--- src/rtl/dvp_tx_pkg.sv ---
// Shared types and constants for the DVP frame transmitter.
//   state_t    : frame sequencer states
//   MODE_*     : pixel source selection encodings
//   BAR_*      : the eight RGB565 colour-bar values, left to right
//   cnt_w      : counter width needed to hold values 0..n-1
//   max4       : largest of four counts (sizes the shared line counter)
//   bar_colour : colour-bar index to RGB565
package dvp_tx_pkg;

   typedef enum logic [2:0] {
      ST_IDLE,
      ST_VSYNC,
      ST_VBACK,
      ST_ACTIVE,
      ST_VFRONT
   } state_t;

   localparam logic [1:0] MODE_EXT   = 2'd0;
   localparam logic [1:0] MODE_BARS  = 2'd1;
   localparam logic [1:0] MODE_GRAD  = 2'd2;
   localparam logic [1:0] MODE_CHECK = 2'd3;

   localparam logic [15:0] BAR_WHITE   = 16'hFFFF;
   localparam logic [15:0] BAR_YELLOW  = 16'hFFE0;
   localparam logic [15:0] BAR_CYAN    = 16'h07FF;
   localparam logic [15:0] BAR_GREEN   = 16'h07E0;
   localparam logic [15:0] BAR_MAGENTA = 16'hF81F;
   localparam logic [15:0] BAR_RED     = 16'hF800;
   localparam logic [15:0] BAR_BLUE    = 16'h001F;
   localparam logic [15:0] BAR_BLACK   = 16'h0000;

   function automatic int cnt_w(input int n);
      return (n <= 1) ? 1 : $clog2(n);
   endfunction

   function automatic int max4(input int a, input int b, input int c, input int d);
      int m;
      m = a;
      if (b > m) m = b;
      if (c > m) m = c;
      if (d > m) m = d;
      return m;
   endfunction

   function automatic logic [15:0] bar_colour(input logic [2:0] idx);
      logic [15:0] c;
      case (idx)
         3'd0:    c = BAR_WHITE;
         3'd1:    c = BAR_YELLOW;
         3'd2:    c = BAR_CYAN;
         3'd3:    c = BAR_GREEN;
         3'd4:    c = BAR_MAGENTA;
         3'd5:    c = BAR_RED;
         3'd6:    c = BAR_BLUE;
         default: c = BAR_BLACK;
      endcase
      return c;
   endfunction

endpackage

--- src/rtl/dvp_pattern_gen.sv ---
// Pixel source and byte serialiser for the DVP transmitter.
// Selects the external pixel or one of the internal test patterns, and
// holds it in a register whose top byte drives the DVP data bus directly.
//   clk, rst  : clock, asynchronous active-high reset
//   load      : capture the selected pixel (cycle before its high byte)
//   shift     : move the low byte into the top byte (high-byte cycle)
//   mode      : pixel source (MODE_*)
//   x, y      : pixel column / active line of the pixel being captured
//   pix_data  : external RGB565 pixel
//   pixel     : registered pixel; pixel[15:8] is the current bus byte,
//               zero whenever neither load nor shift is active
module dvp_pattern_gen
   import dvp_tx_pkg::*;
#(
   parameter int H_VALID = 1024
) (
   input  logic        clk,
   input  logic        rst,
   input  logic        load,
   input  logic        shift,
   input  logic [1:0]  mode,
   input  logic [15:0] x,
   input  logic [15:0] y,
   input  logic [15:0] pix_data,
   output logic [15:0] pixel
);

   localparam int BAR_W = H_VALID / 8;

   logic [15:0] pix_comb;
   logic [15:0] bar_idx;
   logic        unused_y;

   // Only y[5] feeds the checkerboard.
   assign unused_y = ^{y[15:6], y[4:0]};

   always_comb begin
      pix_comb = 16'h0000;
      bar_idx  = x / 16'(BAR_W);
      case (mode)
         MODE_EXT:   pix_comb = pix_data;
         MODE_BARS:  pix_comb = bar_colour(bar_idx[2:0]);
         MODE_GRAD:  pix_comb = {x[4:0], x[5:0], x[4:0]};
         MODE_CHECK: pix_comb = (x[5] ^ y[5]) ? 16'hFFFF : 16'h0000;
         default:    pix_comb = 16'h0000;
      endcase
   end

   // Clearing outside load/shift keeps the bus at 00 during blanking.
   always_ff @(posedge clk or posedge rst) begin
      if (rst)
         pixel <= '0;
      else if (load)
         pixel <= pix_comb;
      else if (shift)
         pixel <= {pixel[7:0], 8'h00};
      else
         pixel <= '0;
   end

endmodule

--- src/rtl/dvp_frame_tx.sv ---
// DVP (OV5640-style) video transmitter: vsync / href / 8-bit data at two
// bytes per RGB565 pixel, high byte first.
//   clk        : byte clock
//   rst        : asynchronous active-high reset
//   enable     : frames start (and chain back-to-back) while high
//   mode       : 0 external, 1 colour bars, 2 gradient, 3 checkerboard
//   pix_req    : one-cycle read strobe to the external source (mode 0)
//   pix_data   : external RGB565, valid the cycle after pix_req
//   dvp_vsync  : frame sync, active high
//   dvp_href   : high during active bytes
//   dvp_data   : byte stream, 00 outside href
//   busy       : high from frame start until frame end
//   frame_done : one-cycle pulse on the last clock of a frame
// The sequencer (stage p0) runs three clocks ahead of the bus outputs;
// pix_req leaves after one clock so the external pixel lands in the
// pattern generator register exactly when its high byte is due.
module dvp_frame_tx
   import dvp_tx_pkg::*;
#(
   parameter int H_VALID     = 1024,
   parameter int V_VALID     = 768,
   parameter int H_BLANK     = 64,
   parameter int VSYNC_LINES = 4,
   parameter int V_BACK      = 16,
   parameter int V_FRONT     = 4
) (
   input  logic        clk,
   input  logic        rst,
   input  logic        enable,
   input  logic [1:0]  mode,
   output logic        pix_req,
   input  logic [15:0] pix_data,
   output logic        dvp_vsync,
   output logic        dvp_href,
   output logic [7:0]  dvp_data,
   output logic        busy,
   output logic        frame_done
);

   localparam int LINE_CLKS = 2 * H_VALID + H_BLANK;
   localparam int HW = cnt_w(LINE_CLKS);
   localparam int VW = cnt_w(max4(VSYNC_LINES, V_BACK, V_VALID, V_FRONT));
   localparam logic [HW-1:0] H_LAST = HW'(LINE_CLKS - 1);
   localparam logic [HW-1:0] H_ACT  = HW'(2 * H_VALID);

   state_t        state_q, state_d;
   logic [HW-1:0] h_cnt_q;
   logic [VW-1:0] v_cnt_q;
   logic [VW-1:0] v_last;
   logic [1:0]    mode_q;
   logic          line_end, v_end, frame_end;

   logic          vsync_p0, href_p0, hi_p0, lo_p0, req_p0, busy_p0;
   logic [15:0]   x_p0, y_p0;
   logic          vsync_p1, href_p1, hi_p1, lo_p1, busy_p1, done_p1;
   logic [15:0]   x_p1, y_p1;
   logic          vsync_p2, href_p2, hi_p2, lo_p2, busy_p2, done_p2;
   logic [15:0]   x_p2, y_p2;
   logic [15:0]   pixel;
   logic          unused_lo;

   // Next-state logic: every state lasts a whole number of lines.
   always_comb begin
      line_end  = (h_cnt_q == H_LAST);
      v_last    = '0;
      frame_end = 1'b0;
      state_d   = state_q;
      case (state_q)
         ST_VSYNC:  v_last = VW'(VSYNC_LINES - 1);
         ST_VBACK:  v_last = VW'(V_BACK - 1);
         ST_ACTIVE: v_last = VW'(V_VALID - 1);
         ST_VFRONT: v_last = VW'(V_FRONT - 1);
         default:   v_last = '0;
      endcase
      v_end = (v_cnt_q == v_last);
      case (state_q)
         ST_IDLE:   if (enable) state_d = ST_VSYNC;
         ST_VSYNC:  if (line_end && v_end) state_d = ST_VBACK;
         ST_VBACK:  if (line_end && v_end) state_d = ST_ACTIVE;
         ST_ACTIVE: if (line_end && v_end) state_d = ST_VFRONT;
         ST_VFRONT: begin
            if (line_end && v_end) begin
               frame_end = 1'b1;
               state_d   = enable ? ST_VSYNC : ST_IDLE;
            end
         end
         default:   state_d = ST_IDLE;
      endcase
   end

   always_ff @(posedge clk or posedge rst) begin
      if (rst) begin
         state_q <= ST_IDLE;
         h_cnt_q <= '0;
         v_cnt_q <= '0;
         mode_q  <= MODE_EXT;
      end else begin
         state_q <= state_d;
         if (state_q == ST_IDLE || line_end)
            h_cnt_q <= '0;
         else
            h_cnt_q <= h_cnt_q + 1'b1;
         if (state_q == ST_IDLE || (line_end && v_end))
            v_cnt_q <= '0;
         else if (line_end)
            v_cnt_q <= v_cnt_q + 1'b1;
         // Mode is sampled once per frame, on every entry to VSYNC.
         if (state_d == ST_VSYNC && state_q != ST_VSYNC)
            mode_q <= mode;
      end
   end

   // Stage p0: decode the sequencer position.
   always_comb begin
      vsync_p0 = (state_q == ST_VSYNC);
      href_p0  = (state_q == ST_ACTIVE) && (h_cnt_q < H_ACT);
      hi_p0    = href_p0 && !h_cnt_q[0];
      lo_p0    = href_p0 && h_cnt_q[0];
      req_p0   = hi_p0 && (mode_q == MODE_EXT);
      busy_p0  = (state_q != ST_IDLE);
      x_p0     = 16'(h_cnt_q >> 1);
      y_p0     = 16'(v_cnt_q);
   end

   // Stage p1: pix_req leaves here, two clocks ahead of its high byte.
   always_ff @(posedge clk or posedge rst) begin
      if (rst) begin
         vsync_p1 <= 1'b0;
         href_p1  <= 1'b0;
         hi_p1    <= 1'b0;
         lo_p1    <= 1'b0;
         busy_p1  <= 1'b0;
         done_p1  <= 1'b0;
         pix_req  <= 1'b0;
      end else begin
         vsync_p1 <= vsync_p0;
         href_p1  <= href_p0;
         hi_p1    <= hi_p0;
         lo_p1    <= lo_p0;
         busy_p1  <= busy_p0;
         done_p1  <= frame_end;
         pix_req  <= req_p0;
      end
   end

   always_ff @(posedge clk) begin
      x_p1 <= x_p0;
      y_p1 <= y_p0;
   end

   // Stage p2: pix_data is valid; the pattern generator captures it.
   always_ff @(posedge clk or posedge rst) begin
      if (rst) begin
         vsync_p2 <= 1'b0;
         href_p2  <= 1'b0;
         hi_p2    <= 1'b0;
         lo_p2    <= 1'b0;
         busy_p2  <= 1'b0;
         done_p2  <= 1'b0;
      end else begin
         vsync_p2 <= vsync_p1;
         href_p2  <= href_p1;
         hi_p2    <= hi_p1;
         lo_p2    <= lo_p1;
         busy_p2  <= busy_p1;
         done_p2  <= done_p1;
      end
   end

   always_ff @(posedge clk) begin
      x_p2 <= x_p1;
      y_p2 <= y_p1;
   end

   dvp_pattern_gen #(
      .H_VALID (H_VALID)
   ) u_pattern_gen (
      .clk      (clk),
      .rst      (rst),
      .load     (hi_p2),
      .shift    (lo_p2),
      .mode     (mode_q),
      .x        (x_p2),
      .y        (y_p2),
      .pix_data (pix_data),
      .pixel    (pixel)
   );

   // Stage p3: bus outputs, all registers.
   always_ff @(posedge clk or posedge rst) begin
      if (rst) begin
         dvp_vsync  <= 1'b0;
         dvp_href   <= 1'b0;
         busy       <= 1'b0;
         frame_done <= 1'b0;
      end else begin
         dvp_vsync  <= vsync_p2;
         dvp_href   <= href_p2;
         busy       <= busy_p2;
         frame_done <= done_p2;
      end
   end

   // The low byte reaches the bus through the generator's shift.
   assign dvp_data  = pixel[15:8];
   assign unused_lo = ^pixel[7:0];

endmodule
--- config.mk ---
export PLATFORM = sky130hd
export DESIGN_NAME = dvp_frame_tx
export DESIGN_NICKNAME = d
export VERILOG_FILES = /design/src/rtl/dvp_tx_pkg.sv /design/src/rtl/dvp_pattern_gen.sv /design/src/rtl/dvp_frame_tx.sv
export SDC_FILE = /design/constraint.sdc
export NUM_CORES = 1
export LEC_CHECK = 0
export ABC_AREA = 1
export BUFFER_PORTS_ARGS = -buffer_cell sky130_fd_sc_hd__buf_2
export CELL_PAD_IN_SITES_DETAIL_PLACEMENT = 2
export CELL_PAD_IN_SITES_GLOBAL_PLACEMENT = 2
export CORE_MARGIN = 2
export CORE_UTILIZATION = 36
export DETAILED_ROUTE_END_ITERATION = 6
export PLACE_DENSITY = 0.85
export SLEW_MARGIN = 10
export SYNTH_ARGS = -nofsm -noshare
export SYNTH_HDL_FRONTEND = slang
export SYNTH_SLANG_ARGS = --single-unit
export TNS_END_PERCENT = 5
--- constraint.sdc ---
create_clock -name clk -period 2.3 [get_ports clk]
set_input_delay 0.23 -clock clk [delete_from_list [all_inputs] [get_ports clk]]
set_output_delay 0.23 -clock clk [all_outputs]
set_load 0.005 [all_outputs]
Yosys cells after proc, flatten, opt, wreduce, memory -nomap -nowiden:

Cells that the tools add are included.

* muxes and demuxes: 18
* order comparisons: 1
* reductions and logical operators: 15
* equal/unequal tests: 17
* $add $sub $neg: 2
* bitwise gates (word level): 1

Operators with widths (count)
* $pmux W16 S7: 1
* $pmux W16 S4: 1
* $mux W16: 3
* $pmux W10 S3: 1
* $mux W10: 2
* $mux W3: 5
* $pmux W3 S5: 1
* $add A12 B1 Y12 const B: 1
* $eq A12 B12 Y1 const B: 1
* $eq A3 B2 Y1 const B: 4
* $eq A3 B3 Y1 const B: 4
* $lt A12 B12 Y1 const B: 1
* $mux W12: 1
* $add A10 B1 Y10 const B: 1
* $eq A10 B10 Y1: 1
* $eq A3 B1 Y1 const B: 3
* $logic_and A1 B1 Y1: 6
* $logic_not A3 Y1: 2
* $eq A2 B2 Y1 const B: 2
* $mux W1: 3
* $ne A3 B1 Y1 const B: 1
* $reduce_bool A3 Y1: 1
* $eq A2 B1 Y1 const B: 1
* $logic_not A2 Y1: 1
* 5 further kinds: 6

* register bits: 92
* output and inout bits: 13
* word-level logic and storage cells: 80

Longest topological paths before layout:

* word-level depth: 9
* gate-level depth with buffers: 13

Cells and area by module:

A second synthesis with hierarchy kept.

* cell total of the unflattened synthesis: 405
* area total of the unflattened synthesis: 3876.2 µm²

By module, submodules not included
* dvp_frame_tx: times used 1, area an instance 2881.5 µm², cells an instance 272
* dvp_pattern_gen: times used 1, area an instance 994.7 µm², cells an instance 133

Worst setup path before layout:

OpenSTA, ideal clock, no wires.

* path kind: register to register
* start: register h_cnt_q[0]
* end: register state_q[0]
* required time: 2.174 ns
* buffers on the path: 0
* clock period less this slack: 1.626 ns
* data arrival time: 1.500 ns
* cell stages (with the launch flop): 11
* path slack: 0.674 ns
* cell sequence: dfrtp_1 > ha_1 > nand2_1 > nor2_1 > nand2_1 > nor2_4 > inv_2 > nor2_2 > nand3_2 > a21oi_1 > nand3_1

* word-level cells in the longest chain between the ends: 4

Ends and longest elaborated chain
* start, declared: line dvp_frame_tx.sv:47 `logic [HW-1:0] h_cnt_q;`
* start signal, assigned: line dvp_frame_tx.sv:102 `h_cnt_q <= h_cnt_q + 1'b1;`
* $eq A12 B12 Y1 *: line dvp_frame_tx.sv:64 `line_end = (h_cnt_q == H_LAST);`
* $logic_and A1 B1 Y1 *
* $mux W3 (on tied branches)
* $pmux W3 S5 *: line dvp_frame_tx.sv:76 `case (state_q)`
* net state_d[0]: line dvp_frame_tx.sv:46 `state_t state_q, state_d;`
* end signal, assigned: line dvp_frame_tx.sv:98 `state_q <= state_d;`
* end, declared: line dvp_frame_tx.sv:46

The timed path passes the listed nets; every way through them passes the cells marked *.
A chain may end at the register's enable or synchronous reset.

Worst setup path after layout:

* start: register h_cnt_q[0]
* end: register v_cnt_q[7]

* word-level cells in the longest chain between the ends: 4

Ends and longest elaborated chain
* $eq A12 B12 Y1 *: line dvp_frame_tx.sv:64
* $logic_and A1 B1 Y1: line dvp_frame_tx.sv:103 `if (state_q == ST_IDLE || (line_end && v_end))`
* $logic_or A1 B1 Y1: line dvp_frame_tx.sv:103
* $mux W10 / $reduce_bool A2 Y1 (equally long branches)
* end signal, assigned: line dvp_frame_tx.sv:106 `v_cnt_q <= v_cnt_q + 1'b1;`
* end, declared: line dvp_frame_tx.sv:48 `logic [VW-1:0] v_cnt_q;`

Mark *: on every way between the ends. The rest lies on a longest branch, timed or not.

==> impl_metrics.toml <==
[route]
wl_per_cell_um = 17.89
dr.pass1.iters = 4
vias = 2467
drt_iter0_markers = 51
ant_nets = 0
totalWireLength_um = 8822
vias_per_cell = 5.004
drc = 0

[cts]
cts_resized = 0
clk_latency_ns = 0.35
cts_tree = "built"
cts_max_level = 3
cts_hold_buf = 0
clkTransAtPathRegs_ns = 0.08
numCtsBuffers = 9
cts_root_buf = "clkbuf_8"
clock_path_buffers = 2
cts_sinks = 80
post_cts_buffers = 0

[synthesis]
synth_fp_nets = 369
synth.avg_cell_area_um2 = 9.297
yosys.area.top_type = "dfrtp_1"
synth.distinct_cells = 34
ys_ff_latch = 80
yosysWarnings = 0
synth_area_leaders = "dfrtp_1 (47%), dfxtp_1 (12%), nand2_1 (7.0%)"
ys_seq_area_share_pct = 59.12
ys_async_sr_fraction_pct = 75.00
synth-main-ff-cell = "dfrtp_1"
synth_cells = 346
netlist_top_cells_count = "dfrtp_1 (60), nand2_1 (60), nor2_1 (45)"
synth_enable_flop_cells = 0
synth_top_area_share_pct = 46.67
mappedNetlistArea_um2 = 3217

[finish]
n_antenna_cell = 0
nets = 403
nFillCells = 947
drive_gt1_share_pct = 19.22
synthToLayoutAreaGrowth_pct = 14.27

[global_route]
grtUsageTotal_pct = 20.20
grt_pass1_vias = 2904
grt_max_degree = 61
grt-ovfl-total = 0
grt_pass1_wl_um = 15220
grt_antenna_before_repair = 0

[timing]
min_period_ns = 2.022
worstMarginPinSlew_ns = 0.7960
worst_clock_skew_ns = 0.006463
fmax_ghz = 0.4945
hold_viol = 0
rsz0062_at_grt = "false"
maxSlewViolCount = 0
relSlewSlack_pct = 46.93
hold_slack_ns = 0.08947
period_share_pct = 87.93
setup_tns_ns = 0
setup_viol = 0

[worst_setup_path]
cp_data_arrival_time_ns = 2.30
worstPathRequired_ns = 2.58
worst-setup-path-type = "reg2reg"
cp_top_family = "simple AND/OR/NAND/NOR gates"
slowest_delay_ns = 0.42
path_cells = "ha_1, nand2_1, nor2_1, nand2_1, nor2_4, inv_2, nand2_2, nand3_1, o21bai_1, nand2_1, nor2_1"
critPathMaxFanout = 14
crit_path_top_delay_cell = "dfrtp_1"
cp_num_buf_inv = 1
start_kind = "flip-flop"
path_common_cell = "nand2_1"
cp-end-kind = "flip-flop"

[job]
max_cap_violations = 0

[place]
place_congestion = 0.7862
hpwl_um = 6007
port_buffers = 33

[power]
max-vdd-ir-drop_uv = 233.4
power_density_nw_per_um2 = 705.1
leakagePower_uw = 0.001830

[die]
die_x_um = 98.53
die_area_um2 = 9708
die_h_um = 98.53
ios = 34
core_um2 = 8678
start_util_pct = 37.07
rows = 34

[hold_path]
hold_path.class = "in2async"

[status]
outcome = "complete, no violations"
==> path summary, 6_finish.rpt <==
path / slack [ns] / endpoint / cells after the start / from
min in group clk: 0.15 / mode_q[0]$_DFFE_PP0P_ / 3 / mode[0]
max in group asynchronous: 1.67 / v_cnt_q[1]$_DFFE_PP0P_ / 3 / rst
worst min-delay path: 0.09 / state_q[2]$_DFF_PP0_ / 3 / rst
worst max-delay path: 0.28 / v_cnt_q[7]$_DFFE_PP0P_ / 11 / h_cnt_q[0]$_DFF_PP0_
worst max register to register: 0.28 / v_cnt_q[7]$_DFFE_PP0P_ / 11 / h_cnt_q[0]$_DFF_PP0_
worst min register to register: 0.33 / x_p2[5]$_DFF_P_ / 0 / x_p1[5]$_DFF_P_
==> flip-flops by register name, indices dropped and copies added (netlist names), 2 cells and up <==
register / flops
h_cnt_q: 12
u_pattern_gen.pixel: 16
x_p1: 9
v_cnt_q: 10
mode_q: 2
state_q: 3
x_p2: 9
==> stage by stage <==
stage	utilization, %	std cells	worst slack, ns	total power, uW	instance area, um2
2_1_floorplan	-	346	0.5853	1445	3217
3_3_place_gp	39.75	477	0.4980	1471	3450
3_5_place_dp	39.75	477	0.2993	1472	3450
4_1_cts	42.36	493	0.2830	2623	3676
5_1_grt	42.36	493	0.08963	2689	3676
6_report	42.36	493	0.2776	2592	3676
==> kinds of logic (layout without fill, tap and decap cells) <==
| family | Yosys count | in the layout | synth area share [%] |
|---|---|---|---|
| buffers and inverters | 50 | 89 | 7.001 |
| AOI/OAI and AO/OA | 51 | 51 | 9.141 |
| DFF | 80 | 80 | 59.12 |
| and+or+nand+nor | 158 | 158 | 22.60 |
| adders and majority gates | 2 | 2 | 0.7778 |
| xor gates and xnor gates | 5 | 5 | 1.361 |
==> per-layer routing <==
layer  global-route usage (%)  up-vias  share of wire [%]  wire (um)
met4                    6.744        0                1.7        153
li1                         -     1181                  -          -
met2                    34.59       42                 52       4557
met5                        0        -                  0          0
met3                    3.617       14                2.3        199
met1                    25.97     1230                 44       3911
==> layout make-up <==
cell class | count | area [um2] | share of cell area [%]
clock buffer | 13 | 180.2 | 4.901
clock inverter | 3 | 46.29 | 1.259
inverter | 38 | 142.6 | 3.880
multi-input combinational | 216 | 1090 | 29.65
sequential | 80 | 1902 | 51.74
tap | 108 | 135.1 | 3.676
timing repair buffer | 35 | 180.2 | 4.901
==> worst reg2reg max path, delay by kind of cell (launching register included) <==
kind | cells | cell delay [ns]
buffers and inverters | 1 | 0.07
DFF | 1 | 0.42
adders and majority gates | 1 | 0.23
and+or+nand+nor | 8 | 1.08
AOI/OAI and AO/OA | 1 | 0.15
==> where the power goes <==
| part | switching, uW | internal, uW |
|---|---|---|
| Sequential | 0 | 1400 |
| Clock | 521 | 630 |
| Combinational | 28.4 | 13.2 |
==> layout by cell type (no fill, tap or decap), drive strengths merged <==
cell	instances
nor3b	3
o21ai	24
o21bai	1
nand2	67
dfrtp	60
dfxtp	20
a21oi	16
clkbuf	13
nand3b	1
nand3	18
nand4	2
nor2	50
nor3	13
nor4	1
or2	1
ha	2
o221ai	8
xor2	5
buf	35
clkinv	1
a31o	1
inv	38
and3	2
bufinv	1
clkinvlp	1
o211ai	1
No activity file was read; power rests on OpenSTA's default activity.
